File: config.mk
export PLATFORM = sky130hd
export DESIGN_NAME = alu_ctrl_decoder
export DESIGN_NICKNAME = d
export VERILOG_FILES = /design/src/rtl/alu_pkg.sv /design/src/rtl/alu_ctrl_decode_comb.sv /design/src/rtl/alu_ctrl_decoder.sv
export SDC_FILE = /design/constraint.sdc
export NUM_CORES = 1
export LEC_CHECK = 0
export CORE_MARGIN = 10
export CORE_UTILIZATION = 43
export CTS_CLUSTER_SIZE = 28
export DETAILED_ROUTE_END_ITERATION = 8
export PLACE_DENSITY = 0.76
export REMOVE_ABC_BUFFERS = 1
export SETUP_SLACK_MARGIN = 0.4
export SYNTH_ARGS = -nofsm -noshare
export SYNTH_HDL_FRONTEND = slang
export SYNTH_SLANG_ARGS = --single-unit
File: constraint.sdc
create_clock -name clk -period 2.3 [get_ports clk]
set_input_delay 0.46 -clock clk [delete_from_list [all_inputs] [get_ports clk]]
set_output_delay 0.46 -clock clk [all_outputs]
set_load 0.005 [all_outputs]
File: src/rtl/alu_pkg.sv
// Shared ALU control encodings, RV32I opcodes and the decoded-field bundle
// used by the ID/EX decoder, the EX-stage ALU and the hazard unit.
package alu_pkg;

  localparam int XLEN_C      = 32;
  localparam int RF_ADDR_W_C = 5;

  localparam logic [3:0] ALU_ADD  = 4'b0000;
  localparam logic [3:0] ALU_SUB  = 4'b0001;
  localparam logic [3:0] ALU_AND  = 4'b0010;
  localparam logic [3:0] ALU_OR   = 4'b0011;
  localparam logic [3:0] ALU_SLL  = 4'b0100;
  localparam logic [3:0] ALU_SLT  = 4'b0101;
  localparam logic [3:0] ALU_XOR  = 4'b0110;
  localparam logic [3:0] ALU_SRL  = 4'b0111;
  localparam logic [3:0] ALU_SLTU = 4'b1000;
  localparam logic [3:0] ALU_SRA  = 4'b1111;

  localparam logic [6:0] OPC_OP     = 7'b0110011;
  localparam logic [6:0] OPC_OP_IMM = 7'b0010011;
  localparam logic [6:0] OPC_LOAD   = 7'b0000011;
  localparam logic [6:0] OPC_STORE  = 7'b0100011;
  localparam logic [6:0] OPC_BRANCH = 7'b1100011;
  localparam logic [6:0] OPC_LUI    = 7'b0110111;
  localparam logic [6:0] OPC_AUIPC  = 7'b0010111;
  localparam logic [6:0] OPC_JAL    = 7'b1101111;
  localparam logic [6:0] OPC_JALR   = 7'b1100111;

  localparam logic [1:0] ASEL_RS1  = 2'b00;
  localparam logic [1:0] ASEL_ZERO = 2'b01;
  localparam logic [1:0] ASEL_PC   = 2'b10;

  localparam logic [6:0] F7_BASE = 7'b0000000;
  localparam logic [6:0] F7_ALT  = 7'b0100000;

  typedef struct packed {
    logic [3:0]             alu_ctrl;
    logic [1:0]             a_sel;
    logic                   b_imm;
    logic [XLEN_C-1:0]      imm;
    logic [RF_ADDR_W_C-1:0] rd;
    logic                   we;
    logic                   illegal;
  } dec_t;

  // funct3 -> ALU op for register/immediate arithmetic; alt selects sub/sra.
  function automatic logic [3:0] alu_base_op(input logic [2:0] f3, input logic alt);
    logic [3:0] op;
    op = ALU_ADD;
    case (f3)
      3'b000: op = alt ? ALU_SUB : ALU_ADD;
      3'b001: op = ALU_SLL;
      3'b010: op = ALU_SLT;
      3'b011: op = ALU_SLTU;
      3'b100: op = ALU_XOR;
      3'b101: op = alt ? ALU_SRA : ALU_SRL;
      3'b110: op = ALU_OR;
      3'b111: op = ALU_AND;
      default: op = ALU_ADD;
    endcase
    return op;
  endfunction

endpackage

File: src/rtl/alu_ctrl_decode_comb.sv
// Pure combinational RV32I decode: instruction word -> ALU control fields.
// Undecodable words produce an all-zero bundle with only the illegal flag set.
module alu_ctrl_decode_comb
  import alu_pkg::*;
(
  input  logic [31:0] instr,
  output dec_t        dec
);

  logic [6:0]  opcode;
  logic [2:0]  f3;
  logic [6:0]  f7;
  logic [4:0]  rd_f;
  logic [31:0] imm_i;
  logic [31:0] imm_s;
  logic [31:0] imm_b;
  logic [31:0] imm_u;
  logic [31:0] imm_sh;
  logic        legal;
  logic        writes;
  logic        has_rd;

  assign opcode = instr[6:0];
  assign f3     = instr[14:12];
  assign f7     = instr[31:25];
  assign rd_f   = instr[11:7];
  assign imm_i  = {{20{instr[31]}}, instr[31:20]};
  assign imm_s  = {{20{instr[31]}}, instr[31:25], instr[11:7]};
  assign imm_b  = {{19{instr[31]}}, instr[31], instr[7], instr[30:25], instr[11:8], 1'b0};
  assign imm_u  = {instr[31:12], 12'b0};
  assign imm_sh = {27'b0, instr[24:20]};

  always_comb begin
    dec    = '0;
    legal  = 1'b1;
    writes = 1'b1;
    has_rd = 1'b1;
    case (opcode)
      OPC_OP: begin
        legal        = (f7 == F7_BASE) || ((f7 == F7_ALT) && (f3 == 3'b000 || f3 == 3'b101));
        dec.alu_ctrl = alu_base_op(f3, f7[5]);
      end
      OPC_OP_IMM: begin
        dec.b_imm = 1'b1;
        if (f3 == 3'b001) begin
          legal        = (f7 == F7_BASE);
          dec.alu_ctrl = ALU_SLL;
          dec.imm      = imm_sh;
        end else if (f3 == 3'b101) begin
          legal        = (f7 == F7_BASE) || (f7 == F7_ALT);
          dec.alu_ctrl = alu_base_op(f3, f7[5]);
          dec.imm      = imm_sh;
        end else begin
          dec.alu_ctrl = alu_base_op(f3, 1'b0);
          dec.imm      = imm_i;
        end
      end
      OPC_LOAD: begin
        dec.b_imm = 1'b1;
        dec.imm   = imm_i;
      end
      OPC_STORE: begin
        dec.b_imm = 1'b1;
        dec.imm   = imm_s;
        writes    = 1'b0;
        has_rd    = 1'b0;
      end
      OPC_BRANCH: begin
        // Branch compare: eq/ne via subtract, lt/ge signed, ltu/geu unsigned.
        legal   = (f3[2:1] != 2'b01);
        writes  = 1'b0;
        has_rd  = 1'b0;
        dec.imm = imm_b;
        if (!f3[2])
          dec.alu_ctrl = ALU_SUB;
        else if (!f3[1])
          dec.alu_ctrl = ALU_SLT;
        else
          dec.alu_ctrl = ALU_SLTU;
      end
      OPC_LUI: begin
        dec.a_sel = ASEL_ZERO;
        dec.b_imm = 1'b1;
        dec.imm   = imm_u;
      end
      OPC_AUIPC: begin
        dec.a_sel = ASEL_PC;
        dec.b_imm = 1'b1;
        dec.imm   = imm_u;
      end
      OPC_JAL, OPC_JALR: begin
        // ALU computes the link value pc + 4; the target comes from elsewhere.
        dec.a_sel = ASEL_PC;
        dec.b_imm = 1'b1;
        dec.imm   = 32'd4;
      end
      default: legal = 1'b0;
    endcase

    if (!legal) begin
      dec         = '0;
      dec.illegal = 1'b1;
    end else begin
      dec.rd = has_rd ? rd_f : 5'd0;
      dec.we = writes && (rd_f != 5'd0);
    end
  end

endmodule

File: src/rtl/alu_ctrl_decoder.sv
// ID/EX register for the ALU control interface: decodes the ID instruction and
// holds it for EX behind a valid/ready handshake with stall and flush.
module alu_ctrl_decoder
  import alu_pkg::*;
#(
  parameter int XLEN      = 32,
  parameter int RF_ADDR_W = 5
) (
  input  logic                 clk,
  input  logic                 rst,
  input  logic                 id_valid,
  input  logic [31:0]          id_instr,
  output logic                 id_ready,
  input  logic                 flush,
  input  logic                 ex_ready,
  output logic                 ex_valid,
  output logic [3:0]           ex_alu_ctrl,
  output logic [1:0]           ex_a_sel,
  output logic                 ex_b_imm,
  output logic [XLEN-1:0]      ex_imm,
  output logic [RF_ADDR_W-1:0] ex_rd,
  output logic                 ex_we,
  output logic                 ex_illegal
);

  dec_t dec;
  dec_t ex_dec_q, ex_dec_d;
  logic ex_valid_q, ex_valid_d;
  logic load;

  alu_ctrl_decode_comb u_decode (
    .instr (id_instr),
    .dec   (dec)
  );

  assign id_ready = ~ex_valid_q | ex_ready;
  assign load     = id_valid & id_ready;

  always_comb begin
    ex_valid_d = ex_valid_q;
    ex_dec_d   = ex_dec_q;
    if (load) begin
      ex_dec_d   = dec;
      ex_valid_d = 1'b1;
    end else if (ex_ready) begin
      ex_valid_d = 1'b0;
    end
    // Flush only kills validity; a field update on the same edge is harmless.
    if (flush)
      ex_valid_d = 1'b0;
  end

  always_ff @(posedge clk) begin
    if (rst) begin
      ex_valid_q <= 1'b0;
      ex_dec_q   <= '0;
    end else begin
      ex_valid_q <= ex_valid_d;
      ex_dec_q   <= ex_dec_d;
    end
  end

  assign ex_valid    = ex_valid_q;
  assign ex_alu_ctrl = ex_dec_q.alu_ctrl;
  assign ex_a_sel    = ex_dec_q.a_sel;
  assign ex_b_imm    = ex_dec_q.b_imm;
  assign ex_imm      = ex_dec_q.imm;
  assign ex_rd       = ex_dec_q.rd;
  assign ex_we       = ex_dec_q.we;
  assign ex_illegal  = ex_dec_q.illegal;

endmodule
==> metrics.md, run 1 <==
| Metric | Value |
|---|---|
| Status | `finished, final reports clean` |
| Setup TNS | `0 ns` |
| Met2 track demand over resource | `0.281` |
| Flops & latches, synth | `47` |
| Cts bufs inserted | `5` |
| Num Clock Sinks | `47` |
| Crit. End Element | `register` |
| Mux share of post-synthesis cell area | `0.0148` |
| Pins Over Slew Limit | `0` |
| Initial Utilization | `0.455` |
| Clock-pin slew on the worst setup and hold paths | `about 0.09 ns` |
| CP startpoint kind | `input port` |
| Sequential area share after synthesis | `0.429` |
| Filler cells | `between 300 and 400` |
| LEAKAGE | `around 0.0016 uW` |
| Distinct cells, synth | `49` |
| Largest family of logic cells by synthesized area | `compound AO/OA/AOI/OAI gates` |
| Reg2reg start | `ex_valid` |
| Delay of the slowest critical-path stage | `around 0.38 ns` |
| Antenna violations before repair | `0` |
| Ports | `85` |
| Setup-failing EPs final | `0` |
| Slew HR | `0.773` |
| Ys Warns | `0` |
| DP Area | `0.00331 sq mm` |
| Max Buffers Root-to-Sink | `2` |
| FF+latch area | `~940 sq um` |
| Die H | `a little over 90 um` |
| Core area | `just under 0.005 sq mm` |
| Synth area leader | `dfxtp_1` |
| Number of routed nets with antenna violations | `0` |
| Maximum clock rate | `around 0.55 GHz` |
| Final Cycle Share | `0.791` |
| Final hold slack | `~0.47 ns` |
| Post-synthesis adder-cell area fraction | `0.0228` |
| Crit path max fanout | `8` |
| Reg2reg setup slack | `approximately 0.73 ns` |
| Largest net degree at the start of global routing | `45` |
| GRT Total Usage | `0.169` |
| Vias in the first global route | `around 2300` |
| Tmin final | `approximately 1.8 ns` |
| Synth Area in Simple Gates | `0.106` |
| Routed vias | `roughly 2200` |
| Die area | `0.00835 sq mm` |
| Most used routing layer | `met2` |
| FF-to-FF path depth | `8` |
| Layout cell share with drive strength beyond 1 | `0.267` |
| Cells after Synth | `between 200 and 250` |
| Pwr per Cell Area | `approximately 440 mW/mm^2` |
| Worst EP required | `roughly 2.5 ns` |
| Worst path cell trace | `clkdlybuf4s50_1 > nand2b_1 > and2_1 > nand2b_1 > a21oi_4 > buf_12 > buf_12 > buf_16 > a22o_1` |
| RSZ-0062 raised after global routing | `no` |
| Post-detailed-routing wire length | `7120 um` |
| Logic pwr share | `0.146` |
| GPL Wtd Cong | `0.863` |
| Fin Clk Skew | `~0.0054 ns` |
| MaxCap Viol Count | `0` |
| Post-synthesis cell area | `roughly 0.0022 sq mm` |
| ANT cells | `0` |
| CTS tree | `done` |
| Skew-Pair Late Insertion Delay | `0.29 ns` |
| Met1 Use GR | `0.202` |
| Final Hold Fails | `0` |
| WP data arrival | `around 2 ns` |
| Post-synthesis average cell area | `just over 10 sq um` |
| Grt ovf | `0` |
| WS Path Type | `input port to register` |
| Final core occ | `0.743` |
| Hold Crit Start | `ex_a_sel[0]` |
| Cell depth of the worst hold path | `2` |
| Clock share of power | `0.334` |
| Met3 usage | `0.0535` |
| Iter 0 DRT Violations | `roughly 170` |
| P_int | `roughly 1200 uW` |
| Synth Area in Compound Gates | `0.362` |
| Vias/cell | `about 5.5` |
| Ys flop type | `dfxtp_1` |
| Ranking of synthesized cells by area | `dfxtp_1, a22o_1, a21o_1` |
| Global-route wire length before repair | `between 10000 and 15000 um` |
| Fraction of registers with async set/reset | `0` |
| Sw frac | `0.248` |
| Slew @ Worst Pin | `between 0.3 and 0.4 ns` |
| Hpwl dp | `5180 um` |
| WL/cell | `18.0 um` |
| Post-synth EDFFs | `0` |
| Die X | `91.4 um` |
| XOR/XNOR Fraction of Synth Area | `0.00400` |
| Area grow syn2layout | `63.4%` |
| Finished Cell Area | `between 0.003 and 0.004 sq mm` |
| Min-delay worst type | `register to register` |
| Drt pass-1 iters | `4` |
| Synth top area share | `0.429` |
| Post-route DRC | `0` |
| Multi-input combinational cell area | `around 0.0012 sq mm` |
| Crit path max-delay cell type | `clkdlybuf4s50_1` |
| Clock root cell | `clkbuf_8` |
| Worst VDD drop | `approximately 300 uV` |
| I/O Buffers | `84` |
| Num rows | `25` |
| Sw Pwr | `about 390 uW` |
| Nets | `370` |
| CTS H-tree lvls | `2` |
| Sequential share of power | `0.520` |
| CP Launch Point | `ex_ready` |
[power by group through the flow]
stage | Clock [uW] | Combinational (uW) | Sequential (uW)
after floorplan | 0 | 66.0 | 840
after global placement | 0 | 219 | 840
after detailed placement | 0 | 220 | 840
after CTS | 532 | 226 | 821
after global routing | 565 | 249 | 821
final | 526 | 230 | 821
[area by class of cell]
cell class                      instances  share of cell area
Timing Repair Buffer                  129               0.351
Multi-Input combinational cell        141               0.332
Sequential cell                        47               0.263
Tap cell                               67              0.0234
Clock buffer                            6              0.0231
Inverter                                5             0.00524
Clock inverter                          1             0.00245
[final timing paths]
| check | to |
|---|---|
| setup / recovery | ex_imm[23] |
| hold / removal | ex_a_sel[0] |
| setup reg to reg | ex_imm[23] |
| hold reg to reg | ex_a_sel[0] |
[kinds of logic (layout without fill, tap and decap cells)]
logic type / Yosys count / after routing
AOI/OAI and AO/OA: 91 / 91
xor gates and xnor gates: 1 / 1
adders and majority gates: 4 / 4
buffers and inverters: 23 / 141
DFF: 47 / 47
muxes: 2 / 2
and+or+nand+nor: 43 / 43
[placed cells by master (no fill, tap or decap), types with 6 or more instances in the layout]
cell type	synthesis	layout
nand2_1	10	9
a21o_1	19	19
nor2_1	8	6
a22o_1	34	34
buf_4	3	36
clkdlybuf4s50_1	0	66
clkbuf_8	0	6
dfxtp_1	47	47
dlygate4sd2_1	0	9
a32o_2	8	8
[critical path: cells and delay by family]
family,cells,cell delay (ns)
AO/OA/AOI/OAI,2,0.26
AND/OR/NAND/NOR,3,0.53
buffers and inverters,4,0.77
[timing repair]
| item | 4_1_cts | 5_1_grt |
|---|---|---|
| gates cloned | 3 | 0 |
| gates resized for setup | 46 | 14 |
| hold buffers | 0 | 0 |
| setup endpoints to repair | 44 | 29 |
| setup buffers | 4 | 2 |
| pin swaps | 8 | 10 |
[synthesized netlist by cell type (all sizes together), types with 2 or more instances]
library cell	instances
a32o	12
a22o	35
nand3	4
and2	2
a211o	3
a21oi	4
dfxtp	47
ha	4
buf	11
o21ai	4
nand3b	2
inv	5
nor3	4
clkbuf	7
a21o	20
nand2b	4
nor2	8
a211oi	2
nand2	10
[through the flow]
| stage | power (uW) | setup slack (ns) | instances |
|---|---|---|---|
| CTS | 1580 | 0.411 | 394 |
| detailed placement | 1060 | -0.206 | 380 |
| floorplan | 906 | -0.293 | 193 |
| global placement | 1060 | -0.129 | 380 |
| finish | 1580 | 0.482 | 396 |
| global route | 1640 | 0.403 | 396 |
[per-layer routing]
metal  share of wire  vias up
met5               0        -
met4          0.0091        0
li1                -     1051
met1            0.42     1043
met3           0.069        6
met2            0.50       85
[flip-flops by register name, summed over array words and instances (netlist names)]
register     cells
ex_we            1
ex_illegal       1
ex_b_imm         1
ex_valid         1
ex_alu_ctrl      4
ex_a_sel         2
ex_rd            5
ex_imm          32
Power figures use the tool's default switching activity.
==> run 2: changes to the inputs <==
--- a/config.mk
+++ b/config.mk
@@ -6,10 +6,10 @@
 export NUM_CORES = 1
 export LEC_CHECK = 0
 export CORE_MARGIN = 10
-export CORE_UTILIZATION = 43
+export CORE_UTILIZATION = 39
 export CTS_CLUSTER_SIZE = 28
 export DETAILED_ROUTE_END_ITERATION = 8
-export PLACE_DENSITY = 0.76
+export PLACE_DENSITY = 0.73
 export REMOVE_ABC_BUFFERS = 1
 export SETUP_SLACK_MARGIN = 0.4
 export SYNTH_ARGS = -nofsm -noshare
==> constraint.sdc (replaced) <==
create_clock -name clk -period 1.57 [get_ports clk]
set_input_delay 0.314 -clock clk [delete_from_list [all_inputs] [get_ports clk]]
set_output_delay 0.314 -clock clk [all_outputs]
set_load 0.005 [all_outputs]
==> run 2 against run 1 <==
  * Critical path type unchanged
  * Design area increased by 5.7%
  * Cell count increased by 9.1%
  * Largest power group unchanged
  * Routed wire length increased by 14%
  * Sequential share of layout area increased by 0.10 points
  * Critical path depth unchanged
  * Sequential cell count unchanged
  * The run now ends with setup timing left
  * Hold slack got worse by 0.14 ns
==> metrics.md, run 2 (same netlist as run 1, synthesis figures left out) <==
| Metric | Value |
|---|---|
| Most frequent cells in the layout | `buf_4, dfxtp_2, a22o_1` |
| Hold Crit Start | `id_instr[5]` |
| Slew HR | `0.772` |
| Max FFs per register | `32` |
| Crit path max fanout | `8` |
| Largest net degree at the start of global routing | `26` |
| Worst VDD drop | `between 500 and 600 uV` |
| Clock root cell | `clkbuf_8` |
| Pins Over Slew Limit | `0` |
| Hpwl dp | `~5300 um` |
| Max Buffers Root-to-Sink | `2` |
| Grt ovf | `0` |
| Reg2reg end | `ex_imm[17]` |
| Filler cells | `between 400 and 500` |
| CTS H-tree lvls | `2` |
| Number of routed nets with antenna violations | `0` |
| Iter 0 DRT Violations | `~190` |
| Post-route DRC | `0` |
| Num Clock Sinks | `between 40 and 50` |
| Pwr per Cell Area | `around 630 mW/mm^2` |
| FF-to-FF path depth | `7` |
| WS Path Type | `input port to register` |
| Min-delay worst type | `input port to register` |
| Status | `finished, violations left` |
| Final Hold Fails | `0` |
| RSZ-0062 raised after global routing | `yes` |
| Total placed cells including tap cells | `395` |
| Clock-pin slew on the worst setup and hold paths | `around 0.08 ns` |
| GRT Total Usage | `0.171` |
| Fin Clk Skew | `between 0.005 and 0.006 ns` |
| Failing checks | `setup timing` |
| Total power | `~2400 uW` |
| Slew @ Worst Pin | `0.338 ns` |
| Antenna violations before repair | `0` |
| LEAKAGE | `between 0.0015 and 0.002 uW` |
| Setup TNS | `-0.549 ns` |
| WL/cell | `roughly 19 um` |
| Post-detailed-routing wire length | `roughly 8100 um` |
| Routed vias | `between 2000 and 2500` |
| PnR worst setup slack | `-0.0441 ns` |
| Vias in the first global route | `between 2000 and 2500` |
| Final Non-Filler Cells | `432` |
| Drt pass-1 iters | `4` |
| Worst EP required | `approximately 1.8 ns` |
| Nets | `400` |
| Reg2reg setup slack | `about 0.2 ns` |
| Reg2reg start | `ex_valid` |
| WP data arrival | `1.86 ns` |
| Num rows | `27` |
| Placement Setup Slack | `-0.712 ns` |
| Initial Utilization | `0.400` |
| ANT cells | `0` |
| I/O Buffers | `84` |
| Layout cell share with drive strength beyond 1 | `0.611` |
| Cts bufs inserted | `5` |
| Vias/cell | `between 5 and 6` |
| Area grow syn2layout | `72.8%` |
| CP startpoint kind | `input port` |
| Hold EP | `ex_a_sel[0]` |
| Maximum clock rate | `roughly 0.62 GHz` |
| Skew-Pair Late Insertion Delay | `~0.31 ns` |
| Setup-failing EPs final | `29` |
| Commonest non-fill, non-tap cell in the layout | `buf_4` |
| Cts hold-fix bufs | `0` |
| Final Cycle Share | `1.03` |
| CTS tree | `done` |
| Ports | `85` |
| Crit. End Element | `register` |
| MaxCap Viol Count | `0` |
| Global-route wire length before repair | `about 12000 um` |
| Core area | `0.00547 sq mm` |
| Tmin final | `about 1.6 ns` |
| GPL Wtd Cong | `just under 0.9` |
| Die area | `approximately 0.009 sq mm` |
| Die X | `approximately 95 um` |
| Die H | `around 95 um` |
| Cell depth of the worst hold path | `3` |
[run 2: stage by stage]
stage | util | hold slack (ns) | area [sq um]
4_1_cts | 0.685 | 0.317 | 3750
2_1_floorplan | - | 0.383 | 2080
6_report | 0.692 | 0.329 | 3780
5_1_grt | 0.692 | 0.347 | 3780
3_3_place_gp | 0.622 | 0.442 | 3400
3_5_place_dp | 0.622 | 0.449 | 3400
[run 2: worst max path at each step]
stage	start	endpoint	slack (ns)
5_1_grt	id_instr[25]	ex_rd[1]	-0.11
3_5_place_dp	id_instr[12]	ex_rd[3]	-0.71
6_report	id_instr[25]	ex_rd[2]	-0.04
2_1_floorplan	ex_ready	ex_imm[20]	-0.88
4_1_cts	id_instr[25]	ex_imm[7]	0.03
3_3_place_gp	id_instr[12]	ex_rd[3]	-0.66
[run 2: critical path, cell delays in order]
cell,delay [ns]
buf_8,0.10
nor4_4,0.25
buf_4,0.16
nand3_2,0.07
a211o_1,0.34
a21oi_4,0.16
buf_6,0.16
buf_12,0.12
a32o_2,0.16
[run 2: power breakdown]
part / total (uW) / internal (uW) / switching [uW]
logic: 416 / 234 / 182
clock network: 767 / 361 / 406
registers: 1200 / 1200 / 4.80
[run 2: final cells by class]
type / count / area (sq um) / share of cell area
Clock buffer: 7 / 86.3 / 0.0228
Clock inverter: 1 / 8.76 / 0.00231
Inverter: 5 / 21.3 / 0.00562
Multi-Input combinational cell: 141 / 1240 / 0.328
Sequential cell: 47 / 998 / 0.264
Tap cell: 72 / 90.1 / 0.0238
Timing Repair Buffer: 159 / 1340 / 0.353
[run 2: what timing repair did]
action | CTS | global route
cloned | 2 | 3
buffers inserted | 14 | 10
pin swaps | 38 | 31
setup endpoints to repair | 94 | 82
gates resized for setup | 251 | 61
[run 2: routing by layer]
layer / GRT usage / wire, um / vias to the layer above
met3: 0.0531 / 498 / 9
met1: 0.200 / 3420 / 1141
met5: 0 / 0 / -
li1: - / - / 1115
met2: 0.288 / 4080 / 70
met4: 0.0599 / 124 / 0
